### src/rtl/mc_control_unit.sv
// mc_control_unit: multicycle Moore controller for the 16-bit MIPS-style core.
// It decodes the current state into datapath strobes, waits for mem_ready in
// the memory states with an optional timeout, supports single-step debug, and
// counts retired instructions.
//
// Ports:
//   clock, reset        rising-edge clock, synchronous active-high reset
//   opcode              IR[15:12], sampled in DECODE
//   zero                ALU zero flag (qualifies conditional PC write)
//   mem_ready           memory completes the current access this cycle
//   step_en, step       single-step enable, step request (level)
//   reg_dst .. pc_source datapath control strobes
//   pc_en               pc_write | (pc_write_cond & zero)
//   state               current state encoding
//   halted, error       status flags (held until reset)
//   retire              one-cycle pulse per completed instruction
//   instr_count         retired-instruction count (wraps)
//
// state     | meaning
// ----------+---------------------------------------------------
// FETCH     | read instruction, PC <= PC + 1 when memory ready
// DECODE    | branch target precompute, dispatch on opcode
// MEM_ADDR  | effective address = A + immediate
// MEM_READ  | data read, waits for mem_ready
// MEM_WB    | load result to register file (retires)
// MEM_WRITE | data write, waits for mem_ready (retires on ready)
// EXEC      | R-type ALU operation
// R_WB      | ALU result to register file (retires)
// BRANCH    | compare, conditional PC write (retires)
// JUMP      | PC <= jump target (retires)
// HALT      | stopped by halt opcode until reset
// ERROR     | illegal opcode or memory timeout, until reset
// STEP_WAIT | single-step pause before the next fetch
module mc_control_unit #(
  parameter int CNT_W   = 16,
  parameter int TIMEOUT = 16,
  parameter int TO_W    = 5
) (
  input  logic             clock,
  input  logic             reset,
  input  logic [3:0]       opcode,
  input  logic             zero,
  input  logic             mem_ready,
  input  logic             step_en,
  input  logic             step,
  output logic             reg_dst,
  output logic             reg_write,
  output logic             alu_src_a,
  output logic             mem_read,
  output logic             mem_write,
  output logic             mem_to_reg,
  output logic             i_or_d,
  output logic             ir_write,
  output logic             pc_write,
  output logic             pc_write_cond,
  output logic [1:0]       alu_src_b,
  output logic [1:0]       alu_op,
  output logic [1:0]       pc_source,
  output logic             pc_en,
  output logic [3:0]       state,
  output logic             halted,
  output logic             error,
  output logic             retire,
  output logic [CNT_W-1:0] instr_count
);

  typedef enum logic [3:0] {
    FETCH     = 4'd0,
    DECODE    = 4'd1,
    MEM_ADDR  = 4'd2,
    MEM_READ  = 4'd3,
    MEM_WB    = 4'd4,
    MEM_WRITE = 4'd5,
    EXEC      = 4'd6,
    R_WB      = 4'd7,
    BRANCH    = 4'd8,
    JUMP      = 4'd9,
    HALT      = 4'd10,
    ERROR     = 4'd11,
    STEP_WAIT = 4'd12
  } state_t;

  localparam bit              TO_EN   = (TIMEOUT != 0);
  localparam logic [TO_W-1:0] TO_LAST = TO_EN ? TO_W'(TIMEOUT - 1) : '0;

  state_t          state_q, state_d;
  logic [3:0]      opcode_q;
  logic [TO_W-1:0] wait_cnt;
  logic            step_q;
  logic            step_rise;
  logic            in_wait;
  logic            timed_out;

  assign state     = state_q;
  assign step_rise = step & ~step_q;
  assign in_wait   = (state_q == FETCH) || (state_q == MEM_READ) || (state_q == MEM_WRITE);
  // mem_ready in the terminal-count cycle still lets the access complete.
  assign timed_out = TO_EN && (wait_cnt == TO_LAST) && !mem_ready;
  assign pc_en     = pc_write | (pc_write_cond & zero);

  always_ff @(posedge clock) begin
    if (reset) begin
      state_q     <= FETCH;
      opcode_q    <= '0;
      wait_cnt    <= '0;
      step_q      <= 1'b0;
      instr_count <= '0;
    end else begin
      state_q <= state_d;
      step_q  <= step;
      if (state_q == DECODE) opcode_q <= opcode;
      if (retire) instr_count <= instr_count + 1'b1;
      // Any exit from a wait state happens with mem_ready high or via
      // ERROR, so clearing on "not stalling" also clears on entry.
      if (in_wait && !mem_ready) wait_cnt <= wait_cnt + 1'b1;
      else                       wait_cnt <= '0;
    end
  end

  always_comb begin
    reg_dst       = 1'b0;
    reg_write     = 1'b0;
    alu_src_a     = 1'b0;
    mem_read      = 1'b0;
    mem_write     = 1'b0;
    mem_to_reg    = 1'b0;
    i_or_d        = 1'b0;
    ir_write      = 1'b0;
    pc_write      = 1'b0;
    pc_write_cond = 1'b0;
    alu_src_b     = 2'b00;
    alu_op        = 2'b00;
    pc_source     = 2'b00;
    halted        = 1'b0;
    error         = 1'b0;
    retire        = 1'b0;
    state_d       = state_q;
    case (state_q)
      FETCH: begin
        mem_read  = 1'b1;
        alu_src_b = 2'b01;
        ir_write  = mem_ready;
        pc_write  = mem_ready;
        if (mem_ready)      state_d = DECODE;
        else if (timed_out) state_d = ERROR;
      end
      DECODE: begin
        alu_src_b = 2'b11;
        casez (opcode)
          4'b0???:        state_d = EXEC;
          4'b1000,
          4'b1001:        state_d = MEM_ADDR;
          4'b1010:        state_d = BRANCH;
          4'b1011:        state_d = JUMP;
          4'b1111:        state_d = HALT;
          default:        state_d = ERROR;
        endcase
      end
      MEM_ADDR: begin
        alu_src_a = 1'b1;
        alu_src_b = 2'b10;
        state_d   = (opcode_q == 4'b1000) ? MEM_READ : MEM_WRITE;
      end
      MEM_READ: begin
        mem_read = 1'b1;
        i_or_d   = 1'b1;
        if (mem_ready)      state_d = MEM_WB;
        else if (timed_out) state_d = ERROR;
      end
      MEM_WB: begin
        reg_write  = 1'b1;
        mem_to_reg = 1'b1;
        retire     = 1'b1;
      end
      MEM_WRITE: begin
        mem_write = 1'b1;
        i_or_d    = 1'b1;
        retire    = mem_ready;
        if (!mem_ready && timed_out) state_d = ERROR;
      end
      EXEC: begin
        alu_src_a = 1'b1;
        alu_op    = 2'b10;
        state_d   = R_WB;
      end
      R_WB: begin
        reg_write = 1'b1;
        reg_dst   = 1'b1;
        retire    = 1'b1;
      end
      BRANCH: begin
        alu_src_a     = 1'b1;
        alu_op        = 2'b01;
        pc_write_cond = 1'b1;
        pc_source     = 2'b01;
        retire        = 1'b1;
      end
      JUMP: begin
        pc_write  = 1'b1;
        pc_source = 2'b10;
        retire    = 1'b1;
      end
      HALT:  halted = 1'b1;
      ERROR: error  = 1'b1;
      STEP_WAIT: begin
        if (!step_en || step_rise) state_d = FETCH;
      end
      default: state_d = ERROR;
    endcase
    if (retire) state_d = step_en ? STEP_WAIT : FETCH;
  end

endmodule

### config.mk
export PLATFORM = sky130hd
export DESIGN_NAME = mc_control_unit
export DESIGN_NICKNAME = d
export VERILOG_FILES = /design/src/rtl/mc_control_unit.sv
export SDC_FILE = /design/constraint.sdc
export NUM_CORES = 1
export LEC_CHECK = 0
export ABC_AREA = 1
export CAP_MARGIN = 30
export CELL_PAD_IN_SITES_DETAIL_PLACEMENT = 1
export CELL_PAD_IN_SITES_GLOBAL_PLACEMENT = 2
export CORE_MARGIN = 5
export CORE_UTILIZATION = 27
export CTS_CLUSTER_SIZE = 12
export DETAILED_ROUTE_END_ITERATION = 10
export PLACE_DENSITY = 0.9
export SLEW_MARGIN = 10
export SYNTH_ARGS = -nofsm -noshare
export SYNTH_HDL_FRONTEND = slang
export SYNTH_SLANG_ARGS = --single-unit
### constraint.sdc
create_clock -name clock -period 2.7 [get_ports clock]
set_clock_uncertainty 0.1 [all_clocks]
set_input_delay 0.405 -clock clock [delete_from_list [all_inputs] [get_ports clock]]
set_output_delay 0.405 -clock clock [all_outputs]
set_load 0.05 [all_outputs]
==> parameters.txt <==
Parameter                              Value

Run status
  Result of the run    finished clean

Timing
  Worst hold margin    0.350 ns
  Normalized max-slew margin    0.637
  Max-slew violation count    0
  Min cycle time layout    2.55 ns
  Highest Clock Rate    392 MHz
  Slew at the pin with the worst max-slew slack    0.543 ns
  Unrepaired setup endpoints after global routing    false
  Final hold viol count    0
  Crit path setup slack, layout    0.151 ns
  Final setup violation count    0
  Period utilisation layout    0.944

Flow run
  Maximum Capacitance Violations    0

Global route
  Number of global-route vias before repair    1,972
  Maximum number of pins on one net before global-route repair    21
  Overall Global Routing Usage    0.143
  Leftover overflow at the end of global routing    0
  Wire length of the first global-routing pass    9.95 mm
  Number of antenna violations at the first check in global routing    0

Setup path
  Crit path max-delay family    buffers and inverters
  Number of buffers and inverters on the critical path    2
  Critical path endpoint category    primary output
  Largest fanout on the critical path    9
  Setup Crit Path Kind    reg -> out
  Critical Path Start Type    register
  Peak per-stage delay on the critical path    0.83 ns
  Worst-path cell chain    nor2_2 -> inv_2 -> a21oi_2 -> clkdlybuf4s50_1
  Slowest CP cell    clkdlybuf4s50_1
  Data arrival time of the worst path    2.04 ns
  WP data required    2.19 ns

Layout
  Area growth from synthesis to final layout    36.8%
  Antenna cells    0
  Nets    362
  Most common cell after layout, fill and taps aside    nand2_1
  Most frequent cells in the layout    nand2_1 (80), nor2_1 (50), clkdlybuf4s50_1 (39)
  Share of cells above drive strength 1    0.0886

Clock network
  Total clock buffers created by CTS    5
  Sinks on the clock net    30
  H-tree lvl count    2
  Clock transition at the registers of the reported paths    0.06 ns
  Clock root buffer    clkbuf_8
  Clk_lat worst skew    0.27 ns
  Hold-fix buffers at CTS    0
  Number of buffers on the longest clock path    2
  Clock tree from TritonCTS    built

Floorplanning
  Placeable core region    6760 µm²
  Area of the die    8700 µm²
  Number of standard-cell rows in the floorplan    30
  Die H    93.3 µm
  Chip Width    93.3 µm
  Starting Density    0.277
  Count of boundary I/O pins    50

Placement
  Pre-CTS WS    0.354 ns
  Detailed placer's ending HPWL    4.79 mm
  Final estimated routing congestion in global placement    0.916
  Number of port buffers    49

Power and ir drop
  Final Power    0.00236 W
  Maximum resistive drop on vdd    0.470 mV
  Leakage component of the power    1.12 nW
  Cell area power density    922 nW/µm²

Logic synthesis
  Unique cell type count in the Yosys netlist    28
  Flop and latch count out of synthesis    30
  Mapped cell area    1870 µm²
  Post-synthesis net count    312
  Mapped Avg Cell Area    6.26 µm²
  Yosys warning count    0
  Sequential area share after synthesis    0.321
  Syn Inst Count    299

Detailed routing
  Initial drt markers    84
  Total Wirelength    6.01 mm
  Number of nets still failing antenna checks after routing    0
  Total via count after detailed routing    2,030
  Detailed Routing Iterations Pass 1    4
  Post-detailed-route DRC marker count    0
  Routed len/inst    14.0 µm
  Via-to-Cell Ratio    4.72

Worst hold path
  Worst min-delay path class    reg -> reg
[layer usage]
metal	up-vias	part of all wire	GRT usage
met3	2	0.023	0.0265
met1	964	0.49	0.195
met5	-	0	0
met4	0	0.0057	0.0293
met2	18	0.49	0.233
li1	1046	-	-
[state kept, by name, indices dropped and copies added, names as in the netlist]
signal,cells
instr_count,16
wait_cnt,5
opcode_q,4
state,4
step_q,1
[per-stage QoR]
stage	area, µm²	instances	setup TNS [ns]	util
floorplan	1880	299	-0.00229	-
global placement	2450	422	0	0.363
detailed placement	2450	422	0	0.363
CTS	2540	430	0	0.377
global route	2560	430	0	0.379
finish	2560	430	0	0.379
[cells by family (layout without fill, tap and decap cells)]
kind of cell	Yosys count	after routing	share of synthesized area
AO/OA/AOI/OAI	44	44	0.124
adder cells (fa/ha/maj)	3	3	0.0201
XOR/XNOR	7	7	0.0328
flip-flops	30	30	0.321
buffers and inverters	44	95	0.106
AND/OR/NAND/NOR	171	171	0.396
[final timing paths]
kind	startpoint	end	slack (ns)	depth (start not counted)
min reg2reg	wait_cnt[0]	wait_cnt[0]	0.35	1
min	wait_cnt[0]	wait_cnt[0]	0.35	1
max reg2reg	state[1]	instr_count[1]	0.70	8
max	state[1]	reg_write	0.15	4
[where the power goes]
group | internal, W | switching (W) | leakage (nW) | total (W)
Clock | 0.000205 | 0.000165 | 0.0482 | 0.000370
Combinational | 0.000443 | 0.000984 | 0.826 | 0.00143
Sequential | 0.000499 | 0.0000640 | 0.243 | 0.000563
[synth_stat cells]
library cell | count | area, µm²
nand4_1 | 5 | 31.3
nand3_2 | 2 | 20.0
inv_1 | 32 | 120
nor2_2 | 3 | 18.8
xnor2_1 | 4 | 35.0
o22ai_1 | 1 | 6.26
nor3b_2 | 1 | 12.5
nand3_1 | 21 | 105
nor2_1 | 51 | 191
o211ai_1 | 2 | 15.0
o21ai_0 | 13 | 65.1
xor2_1 | 3 | 26.3
nand2_2 | 3 | 18.8
a21oi_1 | 23 | 115
buf_6 | 2 | 22.5
and2_1 | 2 | 12.5
inv_2 | 3 | 11.3
nor2_4 | 1 | 11.3
a21o_1 | 1 | 7.51
clkbuf_1 | 2 | 7.51
nand2_1 | 80 | 300
o21ai_1 | 3 | 15.0
nand2_4 | 1 | 11.3
dfxtp_1 | 30 | 601
a21oi_2 | 1 | 8.76
nand3b_1 | 1 | 7.51
ha_1 | 3 | 37.5
buf_4 | 5 | 37.5
[area by class of cell]
type | instances | area [µm²]
clock buffer | 7 | 86.3
inverter | 35 | 131
sequential | 30 | 601
timing repair buffer | 52 | 556
fill | 895 | 4200
tap | 80 | 100
multi-input combinational | 225 | 1080
clock inverter | 1 | 5.00
[repair_timing]
item                       4_1_cts  5_1_grt
setup endpoints to repair        0        6
resized for setup                0        6
buffers inserted                 0        0
Power figures use the tool's default switching activity.
